===== config.mk =====
export PLATFORM = sky130hd
export DESIGN_NAME = fetch_decode_pipe
export DESIGN_NICKNAME = d
export VERILOG_FILES = /design/src/rtl/fetch_decode_pipe_pkg.sv /design/src/rtl/fetch_decode_pipe_pipe_reg.sv /design/src/rtl/fetch_decode_pipe.sv
export SDC_FILE = /design/constraint.sdc
export NUM_CORES = 1
export LEC_CHECK = 0
export CAP_MARGIN = 10
export CELL_PAD_IN_SITES_DETAIL_PLACEMENT = 1
export CELL_PAD_IN_SITES_GLOBAL_PLACEMENT = 1
export CORE_ASPECT_RATIO = 0.6
export CORE_MARGIN = 1
export CORE_UTILIZATION = 37
export CTS_BUF_LIST = sky130_fd_sc_hd__clkbuf_16
export CTS_CLUSTER_DIAMETER = 150
export CTS_CLUSTER_SIZE = 12
export DETAILED_ROUTE_END_ITERATION = 8
export PLACE_DENSITY = 0.94
export SLEW_MARGIN = 10
export SYNTH_ARGS = -nofsm -noshare
export SYNTH_HDL_FRONTEND = slang
export SYNTH_SLANG_ARGS = --single-unit

===== constraint.sdc =====
create_clock -name clk_i -period 20.3 [get_ports clk_i]
set_clock_uncertainty 0.1 [all_clocks]
set_input_delay 4.06 -clock clk_i [delete_from_list [all_inputs] [get_ports clk_i]]
set_output_delay 4.06 -clock clk_i [all_outputs]
set_load 0.01 [all_outputs]

===== src/rtl/fetch_decode_pipe_pkg.sv =====
// Shared constants and types for the fetch/decode front end of the RV32I core.
// Covers the NOP encoding, reset defaults, register-field positions and the IF/ID payload.
package fetch_decode_pipe_pkg;

    localparam logic [31:0] NOP_INSTR        = 32'h0000_0013;
    localparam logic [31:0] RESET_PC_DEFAULT = 32'h0000_0000;
    localparam int          CTRL_W_DEFAULT   = 16;

    localparam int REG_IDX_W = 5;
    localparam int RS1_LSB   = 15;
    localparam int RS2_LSB   = 20;
    localparam int RD_LSB    = 7;

    typedef struct packed {
        logic        valid;
        logic [31:0] instr;
        logic [31:0] pc;
        logic [31:0] pcPlus4;
    } ifIdT;

    // A decode bubble carries a NOP so downstream field slices read as x0.
    localparam ifIdT IFID_BUBBLE = '{valid: 1'b0, instr: NOP_INSTR, pc: 32'h0, pcPlus4: 32'h0};

    function automatic logic [REG_IDX_W-1:0] regField(input logic [31:0] instr, input int lsb);
        return instr[lsb +: REG_IDX_W];
    endfunction

endpackage


===== src/rtl/fetch_decode_pipe_pipe_reg.sv =====
// Generic pipeline register with asynchronous reset, synchronous clear and hold.
// Clear has priority over enable, so a flush always beats a stall.
module pipe_reg #(
    parameter int           W       = 1,
    parameter logic [W-1:0] RST_VAL = '0
) (
    input  logic         clk_i,
    input  logic         rst_i,
    input  logic         en_i,
    input  logic         clr_i,
    input  logic [W-1:0] d_i,
    output logic [W-1:0] q_o
);

    logic [W-1:0] data_q;

    always_ff @(posedge clk_i or posedge rst_i) begin
        if (rst_i) begin
            data_q <= RST_VAL;
        end else if (clr_i) begin
            data_q <= RST_VAL;
        end else if (en_i) begin
            data_q <= d_i;
        end
    end

    assign q_o = data_q;

endmodule


===== src/rtl/fetch_decode_pipe.sv =====
// PC register plus IF/ID and ID/EX pipeline registers for the RV32I core.
// Obeys the hazard unit's stall/flush controls and inserts bubbles while instruction memory is not ready.
module fetch_decode_pipe
    import fetch_decode_pipe_pkg::*;
#(
    parameter logic [31:0] RESET_PC = RESET_PC_DEFAULT,
    parameter int          CTRL_W   = CTRL_W_DEFAULT
) (
    input  logic                 clk_i,
    input  logic                 rst_i,
    input  logic                 StallF_i,
    input  logic                 StallD_i,
    input  logic                 FlushD_i,
    input  logic                 FlushE_i,
    input  logic                 PCSrcE_i,
    input  logic [31:0]          PCTargetE_i,
    output logic                 IMemReq_o,
    output logic [31:0]          IMemAddr_o,
    input  logic                 IMemReady_i,
    input  logic [31:0]          IMemRData_i,
    output logic [31:0]          InstrD_o,
    output logic [31:0]          PCD_o,
    output logic [31:0]          PCPlus4D_o,
    output logic                 ValidD_o,
    output logic [4:0]           Rs1D_o,
    output logic [4:0]           Rs2D_o,
    output logic [4:0]           RdD_o,
    input  logic [CTRL_W-1:0]    CtrlD_i,
    output logic [CTRL_W-1:0]    CtrlE_o,
    output logic [4:0]           Rs1E_o,
    output logic [4:0]           Rs2E_o,
    output logic [4:0]           RdE_o,
    output logic [31:0]          PCE_o,
    output logic [31:0]          PCPlus4E_o,
    output logic                 ValidE_o
);

    localparam int IDEX_W = 1 + CTRL_W + 3 * REG_IDX_W + 64;

    logic [31:0] pcF_q, pcF_d;
    logic [31:0] pcPlus4F;
    logic        req_q;
    logic        fetchOk;

    ifIdT        ifId_d, ifId_q;
    logic [IDEX_W-1:0] idEx_d, idEx_q;
    logic [CTRL_W-1:0] ctrlGated;

    // Memory data only counts when a request was actually outstanding.
    assign fetchOk  = req_q & IMemReady_i;
    assign pcPlus4F = pcF_q + 32'd4;

    always_comb begin
        pcF_d = pcF_q;
        if (PCSrcE_i) begin
            pcF_d = PCTargetE_i;
        end else if (!StallF_i && fetchOk) begin
            pcF_d = pcPlus4F;
        end
    end

    always_ff @(posedge clk_i or posedge rst_i) begin
        if (rst_i) begin
            pcF_q <= RESET_PC;
            req_q <= 1'b0;
        end else begin
            pcF_q <= pcF_d;
            req_q <= 1'b1;
        end
    end

    assign IMemReq_o  = req_q;
    assign IMemAddr_o = pcF_q;

    assign ifId_d = '{valid: 1'b1, instr: IMemRData_i, pc: pcF_q, pcPlus4: pcPlus4F};

    pipe_reg #(
        .W       ($bits(ifIdT)),
        .RST_VAL (IFID_BUBBLE)
    ) uIfId (
        .clk_i (clk_i),
        .rst_i (rst_i),
        .en_i  (!StallD_i),
        .clr_i (FlushD_i | (!StallD_i & !fetchOk)),
        .d_i   (ifId_d),
        .q_o   (ifId_q)
    );

    assign InstrD_o   = ifId_q.instr;
    assign PCD_o      = ifId_q.pc;
    assign PCPlus4D_o = ifId_q.pcPlus4;
    assign ValidD_o   = ifId_q.valid;
    assign Rs1D_o     = regField(ifId_q.instr, RS1_LSB);
    assign Rs2D_o     = regField(ifId_q.instr, RS2_LSB);
    assign RdD_o      = regField(ifId_q.instr, RD_LSB);

    assign ctrlGated = ifId_q.valid ? CtrlD_i : '0;
    assign idEx_d    = {ifId_q.valid, ctrlGated, Rs1D_o, Rs2D_o, RdD_o, ifId_q.pc, ifId_q.pcPlus4};

    // ID/EX never holds; a load-use stall is realised by flushing it.
    pipe_reg #(
        .W (IDEX_W)
    ) uIdEx (
        .clk_i (clk_i),
        .rst_i (rst_i),
        .en_i  (1'b1),
        .clr_i (FlushE_i),
        .d_i   (idEx_d),
        .q_o   (idEx_q)
    );

    assign {ValidE_o, CtrlE_o, Rs1E_o, Rs2E_o, RdE_o, PCE_o, PCPlus4E_o} = idEx_q;

endmodule

; Yosys cells after proc, flatten, opt, wreduce, memory -nomap -nowiden
; Index checks and enable logic that the tools add are counted.
[op_classes]
mux = 6
reduce_logical = 5
n_bitwise = 3
add_sub_neg = 1
eq_ne = 1
[ops]
columns = operator, count
row1 = $mux 97, 2
row2 = $mux 96, 1
row3 = $mux 32, 2
row4 = $add 32x3->32 const B, 1
row5 = $mux 16, 1
row6 = $logic_not 1->1, 3
row7 = $and 1x1->1, 2
row8 = $ne 2x1->1 const B, 1
row9 = $reduce_bool 2->1, 1
row10 = $logic_and 1x1->1, 1
row11 = $or 1x1->1, 1
[totals]
inputBits = 88
output_inout_bits = 241
wordCells = 20
register_bits = 226

; Longest topological paths before layout
[depth]
ltp_word = 5
ltp_mapped = 7

; By module
; Synthesis repeated with hierarchy kept, for this count alone.
[unflattened]
hier_cells = 949
hier_area_um2 = 10475.0
[modules_own_cells]
columns = mod, area_each_um2, n_inst, cells_per_inst
row1 = pipe_reg at uIfId, 3933.8, 1, 314
row2 = pipe_reg at uIdEx, 3913.8, 1, 311
row3 = fetch_decode_pipe, 2627.5, 1, 324

; Worst setup path before layout
; Ideal clock, no wire load.
[synth_path]
path_type = input to register
from = input StallF_i
to = register pcF_q[29], in the netlist IMemAddr_o[29]
slack_ps = 14803
path_buffers = 1
setup_time_ps = 131
arrival_time_ps = 5266
stages = 6
path_cell_list = and3b_1 > clkbuf_1 > nand4_1 > nor4_2 > xnor2_1 > o21ai_1
[synth_via]
elab_chain_cells = 3
[synth_lines]
columns = element, line_no
row1 = "start, declared", fetch_decode_pipe.sv:11  ; input logic StallF_i,
row2 = $logic_not 1->1, fetch_decode_pipe.sv:57  ; end else if (!StallF_i && fetchOk) begin
row3 = $logic_and 1x1->1, fetch_decode_pipe.sv:57
row4 = $reduce_bool 2->1 (no line), -
row5 = "end signal, assigned", fetch_decode_pipe.sv:67  ; pcF_q <= pcF_d;
row6 = "end, declared", fetch_decode_pipe.sv:40  ; logic [31:0] pcF_q, pcF_d;
; Every way passes these cells.
; A chain may end at the register's enable or synchronous reset.

; Worst setup path in the final report
[layout_path]
from = input IMemReady_i
to = register pcF_q[14], in the netlist IMemAddr_o[14]
[layout_via]
elab_chain_cells = 3
[layout_lines]
columns = element, line_no
row1 = "start, declared", fetch_decode_pipe.sv:19  ; input logic IMemReady_i,
row2 = $and 1x1->1, fetch_decode_pipe.sv:50  ; assign fetchOk = req_q & IMemReady_i;
row3 = $logic_and 1x1->1, fetch_decode_pipe.sv:57
row4 = $reduce_bool 2->1 (no line), -
; Every way passes these cells.

==> out/qor.csv <==
stage,metric,value,unit
critical_path,crit_path_start_kind,input pin,
sta,maxSlewHeadroom,0.2934,
synth,synth_area,8813,µm²
detailed_routing,post-route-drc-count,0,
placed_design,dp.cells,1315,
sta,report.final.slew_viol_count,0,
synth,synth_edf_count,0,
placed_design,io_buffers,328,
cells_and_area,finalNonFillerCells,1348,
die,die_width,201.3,µm
sta,max_freq,162.1,MHz
clocking,clockBufferDepth,3,
synth,yosys.area.top_type,dfrtp_1,
pwr,leakagePower,5.445,nW
cells_and_area,num-nets-final,1113,
synth,syn-mean-instance-area,11.96,µm²
detailed_routing,dr.pass1.iters,6,
die,core_area,23240,µm²
clocking,htreeDepth,1,
sta,hold_violations,0,
global_route,grt_overflow,0,
synth,ys_warn_count,0,
clocking,cts_hold_buf,0,
synth,ys_seq_elements,222,
sta,min_period,6.171,ns
synth,synth-seq-area-share,0.6307,
sta,fin_crit_sh,0.3040,
die,io-pin-count,329,
global_route,grt_max_degree,84,
pwr,p_total,940.5,µW
worst_hold_path,hp-class,reg -> reg,
job,drv_cap,0,
sta,setup_viol,0,
placed_design,gp_congestion,0.8279,
clocking,numClockSinks,222,
synth,yosysUniqueCellTypes,42,
critical_path,critical_path_required,20.55,ns
clocking,path_clk_slew,0.07,ns
detailed_routing,ant_nets,0,
cells_and_area,drive_gt1_frac,0.05728,
global_route,grt_usage,0.2401,
global_route,gr-max-usage-layer,met2,
clocking,cts_tree,built,
synth,yosys.area.top_type_share,0.6218,
pwr,power.density,73.47,nW/µm²
critical_path,critPathKind,in -> reg,
clocking,post_cts_buffers,0,
global_route,grtUsageMet3,0.05083,
global_route,grt_use_met1,0.3213,
sta,worst_pin_slew,1.058,ns
clocking,cts_root_buf,clkbuf_16,
global_route,use_met2,0.4029,
die,die_height,121.6,µm
detailed_routing,viasPerCell,5.059,
synth,synth_most_common_cell,dfrtp_1,
global_route,antenna_found_initial,2,
die,dieArea,24460,µm²
detailed_routing,vias,6819,
synth,synth_area_leaders,"dfrtp_1 (62%), a22o_1 (6.1%), nor2b_1 (5.6%)",
clocking,cts_buffers,22,
global_route,grt_pass1_vias,7275,
detailed_routing,post_drt_wl_per_cell,22.10,µm
synth,async_reset_ff_frac,1.000,
global_route,grt_pass1_wl,44760,µm
sta,fin_setup_tns,0,ns
synth,synthTopCellsByCount,"dfrtp_1 (219), nand2_1 (79), nor2b_1 (79), a22o_1 (61), o21ai_0 (48)",
pwr,ir_drop,44.71,µV
clocking,cts-resized-gates,0,
synth,synth_flop_cell,dfrtp_1,
critical_path,cp_max_fo,12,
critical_path,cp.arrival,6.42,ns
detailed_routing,drt-initial-drc-count,333,
outcome,status,"finished, final reports clean",
die,initial_core_util,0.3792,
synth,synthCells,737,
sta,rsz0062_at_grt,false,
die,num_rows,43,
critical_path,end_kind,register,
detailed_routing,wirelength,29790,µm
placed_design,dp_hpwl,21290,µm
synth,syn-num-nets,826,
cells_and_area,areaGrowthSynthToFinish,45.24,%
clocking,insertion_delay,0.51,ns
-- cells in the final DEF (no fill, tap or decap), drive strengths merged, types with 12 or more instances in the layout --
cell / Yosys / routed
clkdlybuf4s50: 0 / 326
dfrtp: 219 / 219
nand2: 80 / 80
nor2b: 79 / 79
a22o: 61 / 61
o21ai: 59 / 59
xnor2: 32 / 32
xor2: 25 / 25
clkbuf: 40 / 22
and2: 18 / 18
nand3: 18 / 18
nor2: 13 / 13
nand4: 12 / 12
nor3: 12 / 12
-- per-layer routing --
metal,share of wire,up-vias
li1,-,3040
met1,0.44,3463
met2,0.48,279
met3,0.065,37
met4,0.019,0
met5,0,-
-- state kept, by name, indices dropped and copies added, names as in the netlist --
signal      flops
uIfId.q_o      95
uIdEx.q_o      94
IMemAddr_o     32
IMemReq_o       1
-- logic make-up (layout without fill, tap and decap cells) --
kind of cell               Yosys count  after routing  synth area share
other                                1              4         0.0004255
and+or+nand+nor                    254            254            0.1648
xor gates and xnor gates            57             57           0.05664
muxes                                4              4          0.004969
DFF                                222            222            0.6308
AOI/OAI and AO/OA                  123            123           0.09710
adders and majority gates            1              1          0.001419
buffers and inverters               75            368           0.04387
-- power breakdown --
part	internal (mW)	switching (mW)	leakage (nW)
logic	0.0520	0.0494	2.12
registers	0.455	0.0222	3.01
clock network	0.194	0.167	0.314
-- area by class of cell --
class / instances / area [µm²]
inverter: 3 / 18.77
sequential: 222 / 5559
antenna: 3 / 7.507
timing repair buffer: 335 / 3328
fill: 2372 / 10440
tap: 315 / 394.1
clock buffer: 22 / 550.5
multi-input combinational: 440 / 2895
clock inverter: 8 / 47.55
-- final timing paths --
kind / to / cells after the start / from / slack (ns)
setup reg to reg: IMemAddr_o[14] / 6 / IMemAddr_o[2] / 17.60
setup / recovery: IMemAddr_o[14] / 6 / IMemReady_i / 14.13
min in group asynchronous: uIdEx.q_o[4] / 2 / rst_i / 3.96
hold / removal: uIfId.q_o[70] / 1 / uIfId.q_o[70] / 0.42
max in group asynchronous: uIfId.q_o[72] / 3 / rst_i / 14.73
hold reg to reg: uIfId.q_o[70] / 1 / uIfId.q_o[70] / 0.42
-- critical path, stage by stage --
cell	delay (ns)
clkdlybuf4s50_1	0.56
nand3b_1	0.53
nor2_1	0.63
nand2_1	0.15
xnor2_1	0.31
o21ai_0	0.16
-- metrics by stage --
| stage | utilization | worst slack (ns) | area [µm²] | hold slack [ns] |
|---|---|---|---|---|
| after floorplan | - | 10.07 | 8813 | 0.4269 |
| after global placement | 0.5243 | 13.78 | 12190 | 0.3911 |
| after detailed placement | 0.5243 | 13.65 | 12190 | 0.3948 |
| after CTS | 0.5501 | 14.17 | 12780 | 0.4195 |
| after global routing | 0.5507 | 14.09 | 12800 | 0.4413 |
| final | 0.5508 | 14.13 | 12800 | 0.4178 |
Power figures use the tool's default switching activity.
